**config.mk**
```make
export PLATFORM = sky130hd
export DESIGN_NAME = pic_host_sequencer_flat
export DESIGN_NICKNAME = d
export VERILOG_FILES = /design/src/rtl/pic_host_sequencer_if.sv /design/src/rtl/pic_host_sequencer.sv /design/src/flat_wrapper.sv
export SDC_FILE = /design/constraint.sdc
export NUM_CORES = 1
export LEC_CHECK = 0
export ABC_AREA = 0
export CAP_MARGIN = 20
export CORE_ASPECT_RATIO = 1.25
export CORE_MARGIN = 10
export CORE_UTILIZATION = 43
export CTS_CLUSTER_SIZE = 14
export DETAILED_ROUTE_END_ITERATION = 8
export PLACE_DENSITY = 0.72
export SLEW_MARGIN = 40
export SYNTH_ARGS = -nofsm -noshare
export SYNTH_HDL_FRONTEND = slang
export SYNTH_SLANG_ARGS = --single-unit
```
**constraint.sdc**
```tcl
create_clock -name clock -period 2.9 [get_ports clock]
set_input_delay 0.87 -clock clock [delete_from_list [all_inputs] [get_ports clock]]
set_output_delay 0.87 -clock clock [all_outputs]
set_load 0.005 [all_outputs]
```
**src/rtl/pic_host_sequencer_if.sv**
```systemverilog
// PIC-side bus between the host sequencer (master) and the 8259A core (slave).
interface pic_host_sequencer_if;
  logic       pic_chip_select_n;
  logic       pic_write_enable_n;
  logic       pic_read_enable_n;
  logic       pic_interrupt_acknowledge_n;
  logic       pic_address;
  logic [7:0] pic_data_out;
  logic       pic_interrupt_to_cpu;
  logic [7:0] pic_data_in;
  logic       pic_data_bus_io;

  modport master (
    output pic_chip_select_n, pic_write_enable_n, pic_read_enable_n,
           pic_interrupt_acknowledge_n, pic_address, pic_data_out,
    input  pic_interrupt_to_cpu, pic_data_in, pic_data_bus_io
  );

  modport slave (
    input  pic_chip_select_n, pic_write_enable_n, pic_read_enable_n,
           pic_interrupt_acknowledge_n, pic_address, pic_data_out,
    output pic_interrupt_to_cpu, pic_data_in, pic_data_bus_io
  );
endinterface

```
**src/rtl/pic_host_sequencer.sv**
```systemverilog
// Host-side sequencer for an 8259A: init writes, INTA train + vector capture,
// non-specific EOI, and runtime OCW1 mask updates on a shared PIC bus.
module pic_host_sequencer #(
  parameter int STROBE_CYCLES = 2,
  parameter int GAP_CYCLES    = 2
) (
  input  logic       clock,
  input  logic       reset,
  input  logic       start,
  input  logic [7:0] icw1,
  input  logic [7:0] icw2,
  input  logic [7:0] icw3,
  input  logic [7:0] icw4,
  input  logic [7:0] ocw1,
  input  logic       mask_update_valid,
  input  logic [7:0] mask_update_data,
  output logic       mask_update_ready,
  output logic [7:0] vector_out,
  output logic       vector_valid,
  input  logic       vector_ready,
  output logic       vector_spurious,
  output logic       init_done,
  output logic       busy,
  pic_host_sequencer_if.master pic
);

  localparam int PULSE = STROBE_CYCLES + GAP_CYCLES;
  localparam int CW    = $clog2(PULSE);
  localparam logic [CW-1:0] STROBE_LAST = CW'(STROBE_CYCLES - 1);
  localparam logic [CW-1:0] PULSE_LAST  = CW'(PULSE - 1);
  localparam logic [7:0]    EOI_NS      = 8'h20;

  typedef enum logic [2:0] {
    UNINIT, INIT_WR, IDLE, INTA, VEC_WAIT, EOI_WR, MASK_WR
  } state_t;

  state_t        state;
  logic [CW-1:0] cnt;
  logic [1:0]    pulse;
  logic [2:0]    item;
  logic [7:0]    icw2_q, icw3_q, icw4_q, ocw1_q;
  logic          cascade, has_icw4, mode8086, auto_eoi;
  logic          cs_n, we_n, inta_n, addr;
  logic [7:0]    dout;

  logic [2:0]    nxt_item;
  logic [7:0]    nxt_data;
  logic          strobe_end, pulse_end, start_ok, last_item;
  logic [1:0]    last_pulse;

  assign strobe_end = (cnt == STROBE_LAST);
  assign pulse_end  = (cnt == PULSE_LAST);
  assign start_ok   = start && (state == UNINIT || state == IDLE);
  assign last_item  = (item == 3'd4);
  assign last_pulse = mode8086 ? 2'd1 : 2'd2;

  assign pic.pic_chip_select_n           = cs_n;
  assign pic.pic_write_enable_n          = we_n;
  assign pic.pic_read_enable_n           = 1'b1;
  assign pic.pic_interrupt_acknowledge_n = inta_n;
  assign pic.pic_address                 = addr;
  assign pic.pic_data_out                = dout;

  // Init list items: 0=ICW1 1=ICW2 2=ICW3 3=ICW4 4=OCW1; ICW3/ICW4 skipped per ICW1.
  always_comb begin
    nxt_item = 3'd4;
    nxt_data = ocw1_q;
    case (item)
      3'd0: begin
        nxt_item = 3'd1;
        nxt_data = icw2_q;
      end
      3'd1: begin
        if (cascade) begin
          nxt_item = 3'd2;
          nxt_data = icw3_q;
        end else if (has_icw4) begin
          nxt_item = 3'd3;
          nxt_data = icw4_q;
        end
      end
      3'd2: begin
        if (has_icw4) begin
          nxt_item = 3'd3;
          nxt_data = icw4_q;
        end
      end
      default: ;
    endcase
  end

  always_ff @(posedge clock) begin
    if (reset) begin
      state             <= UNINIT;
      cnt               <= '0;
      pulse             <= '0;
      item              <= '0;
      icw2_q            <= '0;
      icw3_q            <= '0;
      icw4_q            <= '0;
      ocw1_q            <= '0;
      cascade           <= 1'b0;
      has_icw4          <= 1'b0;
      mode8086          <= 1'b0;
      auto_eoi          <= 1'b0;
      cs_n              <= 1'b1;
      we_n              <= 1'b1;
      inta_n            <= 1'b1;
      addr              <= 1'b0;
      dout              <= '0;
      vector_out        <= '0;
      vector_valid      <= 1'b0;
      vector_spurious   <= 1'b0;
      init_done         <= 1'b0;
      busy              <= 1'b0;
      mask_update_ready <= 1'b0;
    end else begin
      mask_update_ready <= 1'b0;
      if (start_ok) begin
        icw2_q       <= icw2;
        icw3_q       <= icw3;
        icw4_q       <= icw4;
        ocw1_q       <= ocw1;
        cascade      <= ~icw1[1];
        has_icw4     <= icw1[0];
        mode8086     <= icw1[0] & icw4[0];
        auto_eoi     <= icw1[0] & icw4[1];
        init_done    <= 1'b0;
        vector_valid <= 1'b0;
        busy         <= 1'b1;
        state        <= INIT_WR;
        item         <= 3'd0;
        cnt          <= '0;
        addr         <= 1'b0;
        dout         <= icw1 | 8'h10;
        cs_n         <= 1'b0;
        we_n         <= 1'b0;
      end else begin
        case (state)
          INIT_WR, EOI_WR, MASK_WR: begin
            cnt <= cnt + 1'b1;
            if (strobe_end) begin
              cs_n <= 1'b1;
              we_n <= 1'b1;
            end
            // Address/data stay put through the gap; only the next write changes them.
            if (pulse_end) begin
              cnt <= '0;
              if (state == INIT_WR && !last_item) begin
                item <= nxt_item;
                addr <= 1'b1;
                dout <= nxt_data;
                cs_n <= 1'b0;
                we_n <= 1'b0;
              end else begin
                if (state == INIT_WR) init_done <= 1'b1;
                state <= IDLE;
                busy  <= 1'b0;
              end
            end
          end
          IDLE: begin
            if (pic.pic_interrupt_to_cpu) begin
              state  <= INTA;
              busy   <= 1'b1;
              cnt    <= '0;
              pulse  <= '0;
              inta_n <= 1'b0;
            end else if (mask_update_valid) begin
              mask_update_ready <= 1'b1;
              state             <= MASK_WR;
              busy              <= 1'b1;
              cnt               <= '0;
              addr              <= 1'b1;
              dout              <= mask_update_data;
              cs_n              <= 1'b0;
              we_n              <= 1'b0;
            end
          end
          INTA: begin
            cnt <= cnt + 1'b1;
            if (strobe_end) begin
              inta_n <= 1'b1;
              // The PIC presents the vector on the second pulse in both modes.
              if (pulse == 2'd1) begin
                vector_out      <= pic.pic_data_in;
                vector_spurious <= pic.pic_data_bus_io;
              end
            end
            if (pulse_end) begin
              cnt <= '0;
              if (pulse == last_pulse) begin
                state        <= VEC_WAIT;
                vector_valid <= 1'b1;
              end else begin
                pulse  <= pulse + 1'b1;
                inta_n <= 1'b0;
              end
            end
          end
          VEC_WAIT: begin
            if (vector_ready) begin
              vector_valid <= 1'b0;
              if (auto_eoi) begin
                state <= IDLE;
                busy  <= 1'b0;
              end else begin
                state <= EOI_WR;
                cnt   <= '0;
                addr  <= 1'b0;
                dout  <= EOI_NS;
                cs_n  <= 1'b0;
                we_n  <= 1'b0;
              end
            end
          end
          default: ;
        endcase
      end
    end
  end

endmodule

```
**src/flat_wrapper.sv**
```systemverilog
// flat-port wrapper written by rule: the top's interface ports become plain ports
module pic_host_sequencer_flat 
#(
  parameter int STROBE_CYCLES = 2,
  parameter int GAP_CYCLES    = 2
)
  (clock, reset, start, icw1, icw2, icw3, icw4, ocw1, mask_update_valid, mask_update_data, mask_update_ready, vector_out, vector_valid, vector_ready, vector_spurious, init_done, busy, pic_pic_chip_select_n, pic_pic_write_enable_n, pic_pic_read_enable_n, pic_pic_interrupt_acknowledge_n, pic_pic_address, pic_pic_data_out, pic_pic_interrupt_to_cpu, pic_pic_data_in, pic_pic_data_bus_io);
  pic_host_sequencer_if pic_i ();
  input  logic clock;
  input  logic reset;
  input  logic start;
  input  logic [7:0] icw1;
  input  logic [7:0] icw2;
  input  logic [7:0] icw3;
  input  logic [7:0] icw4;
  input  logic [7:0] ocw1;
  input  logic mask_update_valid;
  input  logic [7:0] mask_update_data;
  output logic mask_update_ready;
  output logic [7:0] vector_out;
  output logic vector_valid;
  input  logic vector_ready;
  output logic vector_spurious;
  output logic init_done;
  output logic busy;
  output wire logic [$bits(pic_i.pic_chip_select_n)-1:0] pic_pic_chip_select_n;
  output wire logic [$bits(pic_i.pic_write_enable_n)-1:0] pic_pic_write_enable_n;
  output wire logic [$bits(pic_i.pic_read_enable_n)-1:0] pic_pic_read_enable_n;
  output wire logic [$bits(pic_i.pic_interrupt_acknowledge_n)-1:0] pic_pic_interrupt_acknowledge_n;
  output wire logic [$bits(pic_i.pic_address)-1:0] pic_pic_address;
  output wire logic [$bits(pic_i.pic_data_out)-1:0] pic_pic_data_out;
  input wire logic [$bits(pic_i.pic_interrupt_to_cpu)-1:0] pic_pic_interrupt_to_cpu;
  input wire logic [$bits(pic_i.pic_data_in)-1:0] pic_pic_data_in;
  input wire logic [$bits(pic_i.pic_data_bus_io)-1:0] pic_pic_data_bus_io;
  assign pic_pic_chip_select_n = pic_i.pic_chip_select_n;
  assign pic_pic_write_enable_n = pic_i.pic_write_enable_n;
  assign pic_pic_read_enable_n = pic_i.pic_read_enable_n;
  assign pic_pic_interrupt_acknowledge_n = pic_i.pic_interrupt_acknowledge_n;
  assign pic_pic_address = pic_i.pic_address;
  assign pic_pic_data_out = pic_i.pic_data_out;
  assign pic_i.pic_interrupt_to_cpu = pic_pic_interrupt_to_cpu;
  assign pic_i.pic_data_in = pic_pic_data_in;
  assign pic_i.pic_data_bus_io = pic_pic_data_bus_io;
  pic_host_sequencer #(.STROBE_CYCLES(STROBE_CYCLES), .GAP_CYCLES(GAP_CYCLES)) u_core (.clock(clock), .reset(reset), .start(start), .icw1(icw1), .icw2(icw2), .icw3(icw3), .icw4(icw4), .ocw1(ocw1), .mask_update_valid(mask_update_valid), .mask_update_data(mask_update_data), .mask_update_ready(mask_update_ready), .vector_out(vector_out), .vector_valid(vector_valid), .vector_ready(vector_ready), .vector_spurious(vector_spurious), .init_done(init_done), .busy(busy), .pic(pic_i));
endmodule
```
## Word level (Yosys, flattened, before mapping)

Index checks and enable logic that the tools add are counted.

| storage, ports and cells | value |
|---|---|
| register bits | 71 |
| latch bits | 0 |
| memory bits (writable) | 0 |
| ROM bits | 0 |
| input port bits | 63 |
| logic and storage cells | 169 |
| memories | 0 |

| cells by class | value |
|---|---|
| $add $sub $neg | 2 |
| multipliers | 0 |
| div/mod/pow operators | 0 |
| $lt $le $gt $ge | 0 |
| equality and inequality tests | 36 |
| shift operators | 0 |
| multiplexer cells | 71 |
| bitwise gates (word level) | 6 |
| reduce and logical (&&, ||, !) cells | 30 |

Operators with widths:

| kind | number |
|---|---|
| $mux 8 | 9 |
| $pmux 8 s3 | 2 |
| $mux 1 | 31 |
| $mux 3 | 10 |
| $reduce_and 7->1 | 4 |
| $mux 2 | 9 |
| $reduce_and 4->1 | 4 |
| $ne 3x1->1 const B | 5 |
| $ne 2x2->1 const B | 7 |
| $eq 3x3->1 const B | 4 |
| $ne 3x2->1 const B | 4 |
| $pmux 1 s3 | 4 |
| $pmux 3 s4 | 1 |
| $reduce_and 5->1 | 2 |
| $eq 3x2->1 const B | 3 |
| $pmux 3 s3 | 1 |
| $ne 2x1->1 const B | 4 |
| $reduce_bool 4->1 | 2 |
| $reduce_or 4->1 | 2 |
| $eq 3x1->1 const B | 2 |
| $logic_not 3->1 | 2 |
| $ne 3x3->1 const B | 2 |
| $pmux 2 s3 | 1 |
| $reduce_and 3->1 | 2 |
| 18 further kinds | 28 |

## Depth between registers and ports, before layout

| logic depth | value |
|---|---|
| word-level depth | 7 |
| mapped depth | 8 |
| mapped depth without buffers | 7 |

## Worst setup path after synthesis

No wires, ideal clock.

| path | value |
|---|---|
| path kind | input -> register |
| start | in pic_pic_interrupt_to_cpu |
| end | reg u_core.state[2] |
| library setup time | 0.128 ns |
| data arrival time | 2.042 ns |
| data required time | 2.772 ns |
| path slack | 0.731 ns |
| stages | 6 |
| path buffers | 0 |
| path through | or4b_1 > a21oi_2 > a221o_2 > o21bai_4 > mux2i_1 > nor2_1 |

| on the way | value |
|---|---|
| longest elaborated chain between the ends | 2 |

Ends and longest elaborated chain:

| element | line | text |
|---|---|---|
| start, declared | flat_wrapper.sv:32 | `input wire logic [$bits(pic_i.pic_interrupt_to_cpu)-1:0] pic_pic_interrupt_to_cpu;` |
| $ne 3x3->1 (no line) / $mux 3 (equally long branches) | -- |  |
| $reduce_and 7->1 (no line) / $pmux 3 s4 (equally long branches) | -- |  |
| end signal, assigned | pic_host_sequencer.sv:94 | `state <= UNINIT;` |
| end signal, assigned | pic_host_sequencer.sv:131 | `state <= INIT_WR;` |
| end signal, assigned | pic_host_sequencer.sv:157 | `state <= IDLE;` |
| end, declared | pic_host_sequencer.sv:37 | `state_t state;` |

Several ways; a longest one is shown, not always the timed one.
A chain may end at the register's enable or synchronous reset.

## Worst setup path in the final report

| path | value |
|---|---|
| start | in pic_pic_interrupt_to_cpu |
| end | reg u_core.dout[5], in the netlist u_core.pic.pic_data_out[5] |

| on the way | value |
|---|---|
| longest elaborated chain between the ends | 2 |

Ends and longest elaborated chain:

| element | line | text |
|---|---|---|
| $ne 3x2->1 (no line) | -- |  |
| $reduce_and 7->1 (no line) | -- |  |
| end signal, assigned | pic_host_sequencer.sv:135 | `dout <= icw1 \| 8'h10;` |
| end signal, assigned | pic_host_sequencer.sv:152 | `dout <= nxt_data;` |
| end signal, assigned | pic_host_sequencer.sv:175 | `dout <= mask_update_data;` |
| end, declared | pic_host_sequencer.sv:44 | `logic [7:0] dout;` |

No other way between the ends.

==> impl_results.md <==
- CTS clk-pin slew, worst paths: approximately 0.070 ns
- Fin Setup TNS: 0 ns
- Vias in the first global route: 3434
- CP arrival: between 2 and 3 ns
- Starting Density: 0.439
- Worst Hold Class: flip-flop to flip-flop
- Worst path bufs/invs: 2
- Yosys reg bits: between 70 and 80
- Slew Limit Headroom: 0.509
- Vert. Die Dim: 122 um
- Sequential Power Share: 0.467
- R2R depth: 5
- Switching Fraction: 0.262
- Worst Setup Start Kind: input port
- Post-CTS setup buffers: 0
- H-tree Lvls: 3
- CP Data Required Time: 3.17 ns
- First-pass iteration count of the detailed router: 4
- WL/cell: 16.8 um
- Cells after DPL: 619
- Worst R2R Setup Slack: 0.65 ns
- Syn avg cell area: slightly below 8 sq um
- Clock sinks: 71
- # resized after CTS: 0
- Fin. Hold Viols: 0
- Gp weighted congestion: 0.916
- # IOs: 89
- Seq/Total Area, Yosys: 0.395
- Netlist cell types: 60
- Cell-internal power: 1.70 mW
- CTS Buffer Depth: 2
- Rows: 37
- Detailed placement HPWL: between 8 and 9 mm
- Top cells by area, synth: dfxtp_1 (39%), nand2_1 (10%), a21oi_1 (8.1%)
- CTS tree: done
- Total power: 2.31 mW
- CP Cell Sequence: clkdlybuf4s50_1 > inv_1 > a21oi_1 > o221ai_1 > nand3_1 > a21boi_0 > o31ai_1
- Max-capacitance violation count: 0
- Largest stage delay on the critical path: 0.44 ns
- Layout cell share with drive strength beyond 1: 0.0892
- All-layer global routing usage: 0.175
- Pre-CTS setup slack: 0.177 ns
- Via density: 5.50
- Total number of vias: 3498
- Final setup margin: 0.527 ns
- Final Critical Period: 2.37 ns
- Crit. path cell count: 7
- Grt ovf: 0
- Mapped Area: 3600 sq um
- Status: completed
- Reg2reg start: u_core.state[2]$_SDFFE_PP0P_
- Dominant cell type by area after synthesis: dfxtp_1
- DP Area: roughly 4500 sq um
- Synth Warn #: 0
- CP top delay family: compound AO/OA/AOI/OAI gates
- Final setup violation count: 0
- Antenna Nets Post-Route: 0
- Predominant post-synthesis flop cell: dfxtp_1
- Max Slew Vio Count: 0
- Slowest-stage cell, CP: clkdlybuf4s50_1
- Post-synth EDFFs: 0
- Core region area: 8190 sq um
- Post-synth top area share: 0.395
- Worst Setup SP: pic_pic_interrupt_to_cpu
- Crit share post-route: 0.818
- Max Clock Freq: 421 MHz
- LEAKAGE: 1.76 nW
- DRC Markers: 0
- Kind of critical path: input port to flip-flop
- Core Util, Final: 0.575
- Worst Tran Pin Value: 0.735 ns
- Crit. End Element: flip-flop
- Area of the die: ~12000 sq um
- Async S/R FF share, synth: 0
- DRT Wirelength: 10.7 mm
- Net switching power: 603 uW
- Reg-to-Reg End: u_core.pic.pic_data_out[7]$_SDFFE_PP0P_
- Syn nets: ~530
- Max IR drop VDD: 296 uV
- Finished Layout Cells: 636
- Root Driver: clkbuf_8
- TritonCTS buffer count: 9
- First-pass GRT wire length: 17.2 mm
- Skew-Pair Late Insertion Delay: 0.37 ns
- 1st-iter DRT viols: between 150 and 200
- Crit Path Max Fanout: 5
- Pwr dens: 490 nW/um^2
- RSZ-0062 raised after global routing: false
- Initial antenna violation count: 1
- Mapped Cells: 460
- Combinational power share: 0.159
- Worst Skew: 0.00421 ns
- Area Overhead vs Synth: 30.8%
- Clock power frac: 0.375
- Largest net degree at the start of global routing: 46
- Crit path capture: u_core.pic.pic_data_out[5]$_SDFFE_PP0P_
- IO buf count: 86
- Die W: slightly above 100 um
- Post-route design area: ~4700 sq um
- Post-cts hold buffer count: 0
- Nets@finish: between 500 and 600
- Worst hold margin: about 0.46 ns
power by group through the flow:
stage	Sequential, mW	Clock (mW)	Combinational [mW]
finish	1.08	0.864	0.366
global placement	1.10	0	0.363
CTS	1.08	0.877	0.368
floorplan	1.08	0	0.201
global route	1.08	0.933	0.407
detailed placement	1.10	0	0.366
routing by layer:
layer  global-route usage  wire, um  up-vias
li1                     -         -     1735
met1                0.200      4320     1631
met2                0.300      5360      109
met3               0.0371       603       23
met4               0.0954       393        0
met5                    0         0        -
cell type report:
type	instances	area (sq um)
fillers	798	3480
diodes	1	2.50
clock buffers	9	124
well taps	97	121
multi-input cells	345	1960
flip-flops and latches	71	1420
repair buffers	95	948
clock inverters	7	87.6
inverters	11	41.3
flip-flops by register name, indices dropped and copies added, names as in the netlist, 2 cells and up:
name / flops
u_core.item: 3
u_core.icw4_q: 8
u_core.pulse: 2
u_core.icw3_q: 8
u_core.cnt: 2
u_core.icw2_q: 8
u_core.ocw1_q: 8
u_core.vector_out: 8
u_core.state: 3
u_core.pic.pic_data_out: 8
tightest hold or removal path: stages (launching register included):
cell and delay [ns]:
dfxtp_1 0.31, nand2_1 0.05, a21oi_1 0.05
layout by cell type (no fill, tap or decap), drive strengths merged, types with 11 or more instances in the layout:
cell / n
nor2: 49
dfxtp: 71
mux2i: 13
inv: 11
nand2: 101
a21oi: 60
clkdlybuf4s50: 85
nand2b: 11
o21ai: 17
cell families (layout without fill, tap and decap cells):
kind of cell             count (synthesis)  in the layout  synth area share
AND/OR/NAND/NOR                        191            191             0.239
AO/OA/AOI/OAI                          129            129             0.234
flip-flops                              71             71             0.395
buffers and inverters                   44            122            0.0601
multiplexers                            20             20            0.0580
adder cells (fa/ha/maj)                  3              3            0.0104
other                                    1              2           0.00104
XOR/XNOR                                 1              1           0.00243
worst min-delay path by stage:
stage	start	to	slack (ns)	cells after the start
global route	u_core.icw4_q[4]$_SDFFE_PP0P_	u_core.icw4_q[4]$_SDFFE_PP0P_	0.48	2
finish	u_core.pic.pic_data_out[6]$_SDFFE_PP0P_	u_core.pic.pic_data_out[6]$_SDFFE_PP0P_	0.46	2
CTS	u_core.icw4_q[3]$_SDFFE_PP0P_	u_core.icw4_q[3]$_SDFFE_PP0P_	0.46	2
floorplan	u_core.icw3_q[5]$_SDFFE_PP0P_	u_core.icw3_q[5]$_SDFFE_PP0P_	0.43	2
global placement	u_core.pic.pic_data_out[6]$_SDFFE_PP0P_	u_core.pic.pic_data_out[6]$_SDFFE_PP0P_	0.44	2
detailed placement	u_core.icw4_q[3]$_SDFFE_PP0P_	u_core.icw4_q[3]$_SDFFE_PP0P_	0.45	2
cells in the mapped netlist (3+ instances only):
library cell and instances:
nand2_1 100, dfxtp_1 71, a21oi_1 58, nor2_1 48
o21ai_0 16, clkbuf_1 15, mux2i_1 13, a21o_1 10
buf_2 10, inv_1 10, nand2b_1 10, a221oi_1 8
mux2_2 7, nor3_1 7, buf_6 4, nand3_1 4
nand3b_1 4, a211oi_1 3, a32oi_1 3, ha_1 3
o22ai_1 3, o32a_1 3, or2_2 3
Note: power is estimated with default switching activity, not from simulation.
